<file path="src/rtl/ram_burst_master_if.sv">
// Command, write-stream, read-stream and RAM pin bundle for ram_burst_master.
// The master modport is the burst engine's view; slave is the surrounding system's view.
`timescale 1ns/1ps
interface ram_burst_master_if #(
    parameter int ADDR_W = 6,
    parameter int DATA_W = 16
);
    logic              cmd_valid;
    logic              cmd_ready;
    logic              cmd_write;
    logic [ADDR_W-1:0] cmd_addr;
    logic [ADDR_W-1:0] cmd_len;

    logic              wr_valid;
    logic [DATA_W-1:0] wr_data;
    logic              wr_ready;

    logic              rd_valid;
    logic [DATA_W-1:0] rd_data;

    logic              done;
    logic              busy;

    logic [ADDR_W-1:0] ram_add;
    logic [DATA_W-1:0] ram_data_in;
    logic              ram_r_w;
    logic              ram_enable;
    logic [DATA_W-1:0] ram_data_out;

    modport master (
        input  cmd_valid, cmd_write, cmd_addr, cmd_len,
        input  wr_valid, wr_data,
        input  ram_data_out,
        output cmd_ready, wr_ready, rd_valid, rd_data, done, busy,
        output ram_add, ram_data_in, ram_r_w, ram_enable
    );

    modport slave (
        output cmd_valid, cmd_write, cmd_addr, cmd_len,
        output wr_valid, wr_data,
        output ram_data_out,
        input  cmd_ready, wr_ready, rd_valid, rd_data, done, busy,
        input  ram_add, ram_data_in, ram_r_w, ram_enable
    );
endinterface

</file>
<file path="src/rtl/ram_burst_master.sv">
// Burst initiator for a single-port RAM with 1-cycle registered read.
// One read or write burst at a time; address counter wraps modulo the RAM depth.
`timescale 1ns/1ps
module ram_burst_master #(
    parameter int ADDR_W = 6,
    parameter int DATA_W = 16
) (
    input  logic                  clk,
    input  logic                  reset,
    input  logic                  ce,
    ram_burst_master_if.master    bus
);
    typedef enum logic [1:0] {
        S_IDLE = 2'd0,
        S_WR   = 2'd1,
        S_RD   = 2'd2
    } state_t;

    state_t            r_state;
    state_t            w_state_next;

    logic [ADDR_W-1:0] r_addr;
    logic [ADDR_W-1:0] r_beats;
    logic              r_rd_valid;
    logic              r_done;
    logic              r_busy;

    logic              w_accept;
    logic              w_beat;
    logic              w_last;
    logic              w_rd_issue;
    logic [DATA_W-1:0] w_wr_word;

    // Next state plus all ce-qualified strobes; reset masks the RAM pins and handshakes.
    always_comb begin
        w_state_next   = r_state;
        w_accept       = 1'b0;
        w_beat         = 1'b0;
        w_rd_issue     = 1'b0;
        bus.cmd_ready  = 1'b0;
        bus.wr_ready   = 1'b0;
        bus.ram_enable = 1'b0;
        bus.ram_r_w    = 1'b0;

        unique case (r_state)
            S_IDLE: begin
                bus.cmd_ready = ce;
                w_accept      = ce & bus.cmd_valid;
                if (w_accept) begin
                    w_state_next = bus.cmd_write ? S_WR : S_RD;
                end
            end
            S_WR: begin
                bus.wr_ready   = ce;
                bus.ram_r_w    = 1'b1;
                bus.ram_enable = ce & bus.wr_valid;
                w_beat         = ce & bus.wr_valid;
            end
            S_RD: begin
                bus.ram_enable = ce;
                w_beat         = ce;
                w_rd_issue     = ce;
            end
            default: begin
                w_state_next = S_IDLE;
            end
        endcase

        w_last = w_beat && (r_beats == '0);
        if (w_last) begin
            w_state_next = S_IDLE;
        end

        if (reset) begin
            bus.cmd_ready  = 1'b0;
            bus.wr_ready   = 1'b0;
            bus.ram_enable = 1'b0;
            bus.ram_r_w    = 1'b0;
        end
    end

    always_ff @(posedge clk) begin
        if (reset) begin
            r_state <= S_IDLE;
        end else if (ce) begin
            r_state <= w_state_next;
        end
    end

    // Counters and registered strobes all freeze while ce is low.
    always_ff @(posedge clk) begin
        if (reset) begin
            r_addr     <= '0;
            r_beats    <= '0;
            r_rd_valid <= 1'b0;
            r_done     <= 1'b0;
            r_busy     <= 1'b0;
        end else if (ce) begin
            r_rd_valid <= w_rd_issue;
            r_done     <= w_last;
            if (w_accept) begin
                r_addr  <= bus.cmd_addr;
                r_beats <= bus.cmd_len;
                r_busy  <= 1'b1;
            end else if (w_beat) begin
                r_addr  <= r_addr + 1'b1;
                r_beats <= r_beats - 1'b1;
                if (w_last) begin
                    r_busy <= 1'b0;
                end
            end
        end
    end

    assign w_wr_word       = bus.wr_data;
    assign bus.ram_data_in = w_wr_word;
    assign bus.ram_add     = reset ? '0 : r_addr;
    assign bus.rd_data     = bus.ram_data_out;
    assign bus.rd_valid    = r_rd_valid;
    assign bus.done        = r_done;
    assign bus.busy        = r_busy;
endmodule

</file>
<file path="src/flat_wrapper.sv">
// flat-port wrapper written by rule: the top's interface ports become plain ports
module ram_burst_master_flat 
#(
    parameter int ADDR_W = 6,
    parameter int DATA_W = 16
)
  (clk, reset, ce, bus_cmd_valid, bus_cmd_write, bus_cmd_addr, bus_cmd_len, bus_wr_valid, bus_wr_data, bus_ram_data_out, bus_cmd_ready, bus_wr_ready, bus_rd_valid, bus_rd_data, bus_done, bus_busy, bus_ram_add, bus_ram_data_in, bus_ram_r_w, bus_ram_enable);
  ram_burst_master_if #(.ADDR_W(ADDR_W), .DATA_W(DATA_W)) bus_i ();
  input  logic clk;
  input  logic reset;
  input  logic ce;
  input wire logic [$bits(bus_i.cmd_valid)-1:0] bus_cmd_valid;
  input wire logic [$bits(bus_i.cmd_write)-1:0] bus_cmd_write;
  input wire logic [$bits(bus_i.cmd_addr)-1:0] bus_cmd_addr;
  input wire logic [$bits(bus_i.cmd_len)-1:0] bus_cmd_len;
  input wire logic [$bits(bus_i.wr_valid)-1:0] bus_wr_valid;
  input wire logic [$bits(bus_i.wr_data)-1:0] bus_wr_data;
  input wire logic [$bits(bus_i.ram_data_out)-1:0] bus_ram_data_out;
  output wire logic [$bits(bus_i.cmd_ready)-1:0] bus_cmd_ready;
  output wire logic [$bits(bus_i.wr_ready)-1:0] bus_wr_ready;
  output wire logic [$bits(bus_i.rd_valid)-1:0] bus_rd_valid;
  output wire logic [$bits(bus_i.rd_data)-1:0] bus_rd_data;
  output wire logic [$bits(bus_i.done)-1:0] bus_done;
  output wire logic [$bits(bus_i.busy)-1:0] bus_busy;
  output wire logic [$bits(bus_i.ram_add)-1:0] bus_ram_add;
  output wire logic [$bits(bus_i.ram_data_in)-1:0] bus_ram_data_in;
  output wire logic [$bits(bus_i.ram_r_w)-1:0] bus_ram_r_w;
  output wire logic [$bits(bus_i.ram_enable)-1:0] bus_ram_enable;
  assign bus_i.cmd_valid = bus_cmd_valid;
  assign bus_i.cmd_write = bus_cmd_write;
  assign bus_i.cmd_addr = bus_cmd_addr;
  assign bus_i.cmd_len = bus_cmd_len;
  assign bus_i.wr_valid = bus_wr_valid;
  assign bus_i.wr_data = bus_wr_data;
  assign bus_i.ram_data_out = bus_ram_data_out;
  assign bus_cmd_ready = bus_i.cmd_ready;
  assign bus_wr_ready = bus_i.wr_ready;
  assign bus_rd_valid = bus_i.rd_valid;
  assign bus_rd_data = bus_i.rd_data;
  assign bus_done = bus_i.done;
  assign bus_busy = bus_i.busy;
  assign bus_ram_add = bus_i.ram_add;
  assign bus_ram_data_in = bus_i.ram_data_in;
  assign bus_ram_r_w = bus_i.ram_r_w;
  assign bus_ram_enable = bus_i.ram_enable;
  ram_burst_master #(.ADDR_W(ADDR_W), .DATA_W(DATA_W)) u_core (.clk(clk), .reset(reset), .ce(ce), .bus(bus_i));
endmodule
</file>
<file path="config.mk">
export PLATFORM = sky130hd
export DESIGN_NAME = ram_burst_master_flat
export DESIGN_NICKNAME = d
export VERILOG_FILES = /design/src/rtl/ram_burst_master_if.sv /design/src/rtl/ram_burst_master.sv /design/src/flat_wrapper.sv
export SDC_FILE = /design/constraint.sdc
export NUM_CORES = 1
export LEC_CHECK = 0
export CAP_MARGIN = 20
export CORE_ASPECT_RATIO = 1.25
export CORE_MARGIN = 2
export CORE_UTILIZATION = 50
export DETAILED_ROUTE_END_ITERATION = 10
export DONT_BUFFER_PORTS = 1
export HOLD_SLACK_MARGIN = 0.03
export PLACE_DENSITY = 0.76
export SKIP_CTS_REPAIR_TIMING = 1
export SYNTH_ARGS = -nofsm -noshare
export SYNTH_HDL_FRONTEND = slang
export SYNTH_SLANG_ARGS = --single-unit
</file>
<file path="constraint.sdc">
create_clock -name clk -period 2.07 [get_ports clk]
set_input_delay 0.1035 -clock clk [delete_from_list [all_inputs] [get_ports clk]]
set_output_delay 0.1035 -clock clk [all_outputs]
set_load 0.05 [all_outputs]
</file>
==> impl_results.md <==
- Lkg Pwr: 0.486 nW
- Chip width: 49.1 microns
- Worst reg2reg path depth: 6
- Vias in the first global route: 911
- CP Data Arrival Time: 2.05 ns
- Synth top area share: 0.268
- R2R Setup Slk: 0.24 ns
- Die height: 60.3 microns
- Ports: 95
- Synth area leaders: dfxtp_1, buf_4, ha_1
- Area leader, netlist: dfxtp_1
- Drt via density: 5.50
- # setup viols final: 0
- CTS root buf: clkbuf_4
- # fillers: 233
- Final hold violation count: 1
- Post-DP HPWL: 1780 microns
- Worst Setup End Kind: flop
- R2R Path Start: u_core.r_state[0]$_SDFFE_PP0P_
- Num CTS Buffers: 3
- Hold_sp: bus_cmd_addr[3]
- CP Max Fanout: 10
- Required time of the worst setup path: 2.29 ns
- Pwr/cell area: 580 mW/mm^2
- CTS tree: built
- Stages on worst setup path: 6
- DRC: 0
- Reg power frac: 0.509
- VDD IR max: 0.000301 V
- Core footprint: 0.00243 sq mm
- Min Hold Slack: -0.0147 ns
- Max Cap Violations: 0
- Setup ws final: 0.235 ns
- Switching power: 0.000237 W
- Post-route antenna net violation count: 0
- Worst Setup SP: u_core.r_state[0]$_SDFFE_PP0P_
- Max-slew headroom: 0.549
- Ant diodes: 0
- Clock power frac: 0.241
- Mapped Avg Cell Area: 8.41 sq um
- Yosys reg bits: 17
- Initial antenna violation count: 0
- Syn Std Cell Area: 0.00127 sq mm
- Via count: 951
- Crit path launch type: flop
- Dpl ws: 0.256 ns
- Top delay family on crit path: simple AND/OR/NAND/NOR gates
- H-tree depth: 1
- Seq/Total Area, Yosys: 0.268
- Final Total Pwr: 0.000746 W
- Setup tns final: 0 ns
- Routed length per instance: 14.2 microns
- Longest Clk Path Bufs: 2
- CP bufs+invs: 1
- Ratio of cells with drive above 1 in the final layout: 0.157
- Failing checks: negative hold slack
- Nets@finish: 197
- Gr usage total: 0.166
- Achievable frequency: 545 MHz
- Row cnt: 20
- WL final: 2460 microns
- Drt pass-1 iters: 2
- Clock Skew: 0.00496 ns
- First-pass GRT wire length: 3800 microns
- Outcome: finished with violations
- Max Slew Vio Count: 0
- Starting density of the core: 0.523
- Slowest CP cell: dfxtp_1
- Critical path class: reg2reg
- Clock sink count: 17
- Slowest stage delay, CP: 0.37 ns
- Period Utilization, post-route: 0.886
- Comb pwr share: 0.249
- Unrepaired setup endpoints after global routing: false
- Pin count of the biggest net entering global routing: 28
- Yosys warning count: 0
- Routability Congestion: 0.747
- Library cells used by synthesis: 36
- DRT iter0 DRCs: 19
- Die area: 0.00296 sq mm
- Synth-to-Final Area Change: 1.28%
- Final period demand of the worst path: 1.83 ns
- Pint: 0.000508 W
- Clk_lat worst skew: 0.29 ns
- Worst flop-to-flop path endpoint: u_core.r_beats[1]$_SDFFE_PP0P_
- Synthesized Nets: 207
- Number of port buffers: 0
- CP Cell Sequence: inv_1 > ha_1 > nand2_4 > nor2_2 > mux2_1 > o22ai_1
- Sw Ratio: 0.318
- Reg clk slew, reported paths: 0.10 ns
- Cell count after synthesis: 151
- Critical Path Sink: u_core.r_beats[1]$_SDFFE_PP0P_
- Worst-Margin Slew: 0.674 ns
- Worst hold-check path type: in2reg
- Overflow after GRT: 0
## final cells by class
| class | count | area (sq um) | area share |
|---|---|---|---|
| multi-input cells | 88 | 636 | 0.494 |
| flip-flops and latches | 17 | 340 | 0.265 |
| repair buffers | 23 | 213 | 0.165 |
| well taps | 33 | 41.3 | 0.0321 |
| inverters | 8 | 30.0 | 0.0233 |
| clock buffers | 4 | 26.3 | 0.0204 |
## kinds of logic (layout without fill, tap and decap cells)
logic type               count (synthesis)  after routing  synth area share
AND/OR/NAND/NOR                         53             53             0.253
buffers and inverters                   46             35             0.232
AO/OA/AOI/OAI                           19             19             0.116
flip-flops                              17             17             0.268
XOR/XNOR                                 8              8            0.0552
adder cells (fa/ha/maj)                  6              6            0.0591
multiplexers                             2              2            0.0167
## worst min-delay path by stage
stage / slack, ns / to / cells after the start
6_report: -0.01 / u_core.r_addr[3]$_SDFFE_PP0P_ / 2
5_1_grt: 0.03 / u_core.r_state[1]$_SDFFE_PP0P_ / 3
3_3_place_gp: 0.17 / u_core.r_beats[5]$_SDFFE_PP0P_ / 1
2_1_floorplan: 0.27 / u_core.r_beats[1]$_SDFFE_PP0P_ / 2
4_1_cts: -0.15 / u_core.r_beats[5]$_SDFFE_PP0P_ / 1
3_5_place_dp: 0.17 / u_core.r_beats[5]$_SDFFE_PP0P_ / 1
## power by group through the flow
stage                     Clock, W  Sequential, W  Combinational (W)
after global routing      0.000195       0.000383           0.000203
after detailed placement         0       0.000387           0.000164
after global placement           0       0.000386           0.000158
after floorplan                  0       0.000381           0.000306
after CTS                 0.000186       0.000380           0.000166
final                     0.000180       0.000380           0.000186
## flip-flops by register name (all words and copies together), names as in the netlist
| register | cells |
|---|---|
| u_core.r_state | 2 |
| u_core.r_addr | 6 |
| u_core.r_beats | 6 |
| u_core.bus.rd_valid | 1 |
| u_core.bus.busy | 1 |
| u_core.bus.done | 1 |
## metrics by stage
step | area [sq um] | cells | hold WS [ns] | util
finish | 1290 | 173 | -0.0147 | 0.530
global route | 1290 | 173 | 0.0299 | 0.530
CTS | 1180 | 162 | -0.149 | 0.485
detailed placement | 1150 | 158 | 0.173 | 0.474
global placement | 1150 | 158 | 0.171 | 0.474
floorplan | 1270 | 151 | 0.267 | -
## cell usage in the layout, fill, tap and decap left out, types with 2 or more instances in the layout
cell type,synthesis,final
dfxtp_1,17,17
nand2b_1,4,4
buf_4,32,11
nor4_1,4,4
and4_1,2,2
nand2_1,2,2
dlygate4sd3_1,0,11
a21oi_1,3,3
nor2b_1,7,7
clkbuf_4,0,3
inv_1,8,8
a211oi_1,9,9
nand3_1,3,3
ha_1,6,6
nor2_1,15,15
nor3_1,6,6
xnor2_1,8,8
## cell usage after synthesis
master / n
a211o_1: 1
a211oi_1: 9
a211oi_2: 1
a21oi_1: 3
a21oi_4: 1
a22oi_1: 1
a311oi_1: 1
and2_1: 1
and4_1: 2
and4b_1: 1
buf_2: 1
buf_4: 32
clkbuf_1: 5
dfxtp_1: 17
ha_1: 6
inv_1: 8
mux2_1: 1
mux2i_1: 1
nand2_1: 2
nand2_4: 1
nand2b_1: 4
nand3_1: 3
nand4_1: 1
nor2_1: 15
nor2_2: 1
nor2b_1: 7
nor3_1: 6
nor4_1: 4
nor4_2: 1
nor4_4: 1
o21ai_0: 1
o22ai_1: 1
or3_1: 1
or4_4: 1
or4b_1: 1
xnor2_1: 8
## metal layers
layer	share of wire	track usage	wire, microns	vias to the layer above
li1	-	-	-	460
met1	0.38	0.162	943	429
met2	0.52	0.305	1270	47
met3	0.061	0.0345	149	15
met4	0.039	0.139	96	0
met5	0	0	0	-
No activity file was read; power rests on OpenSTA's default activity.
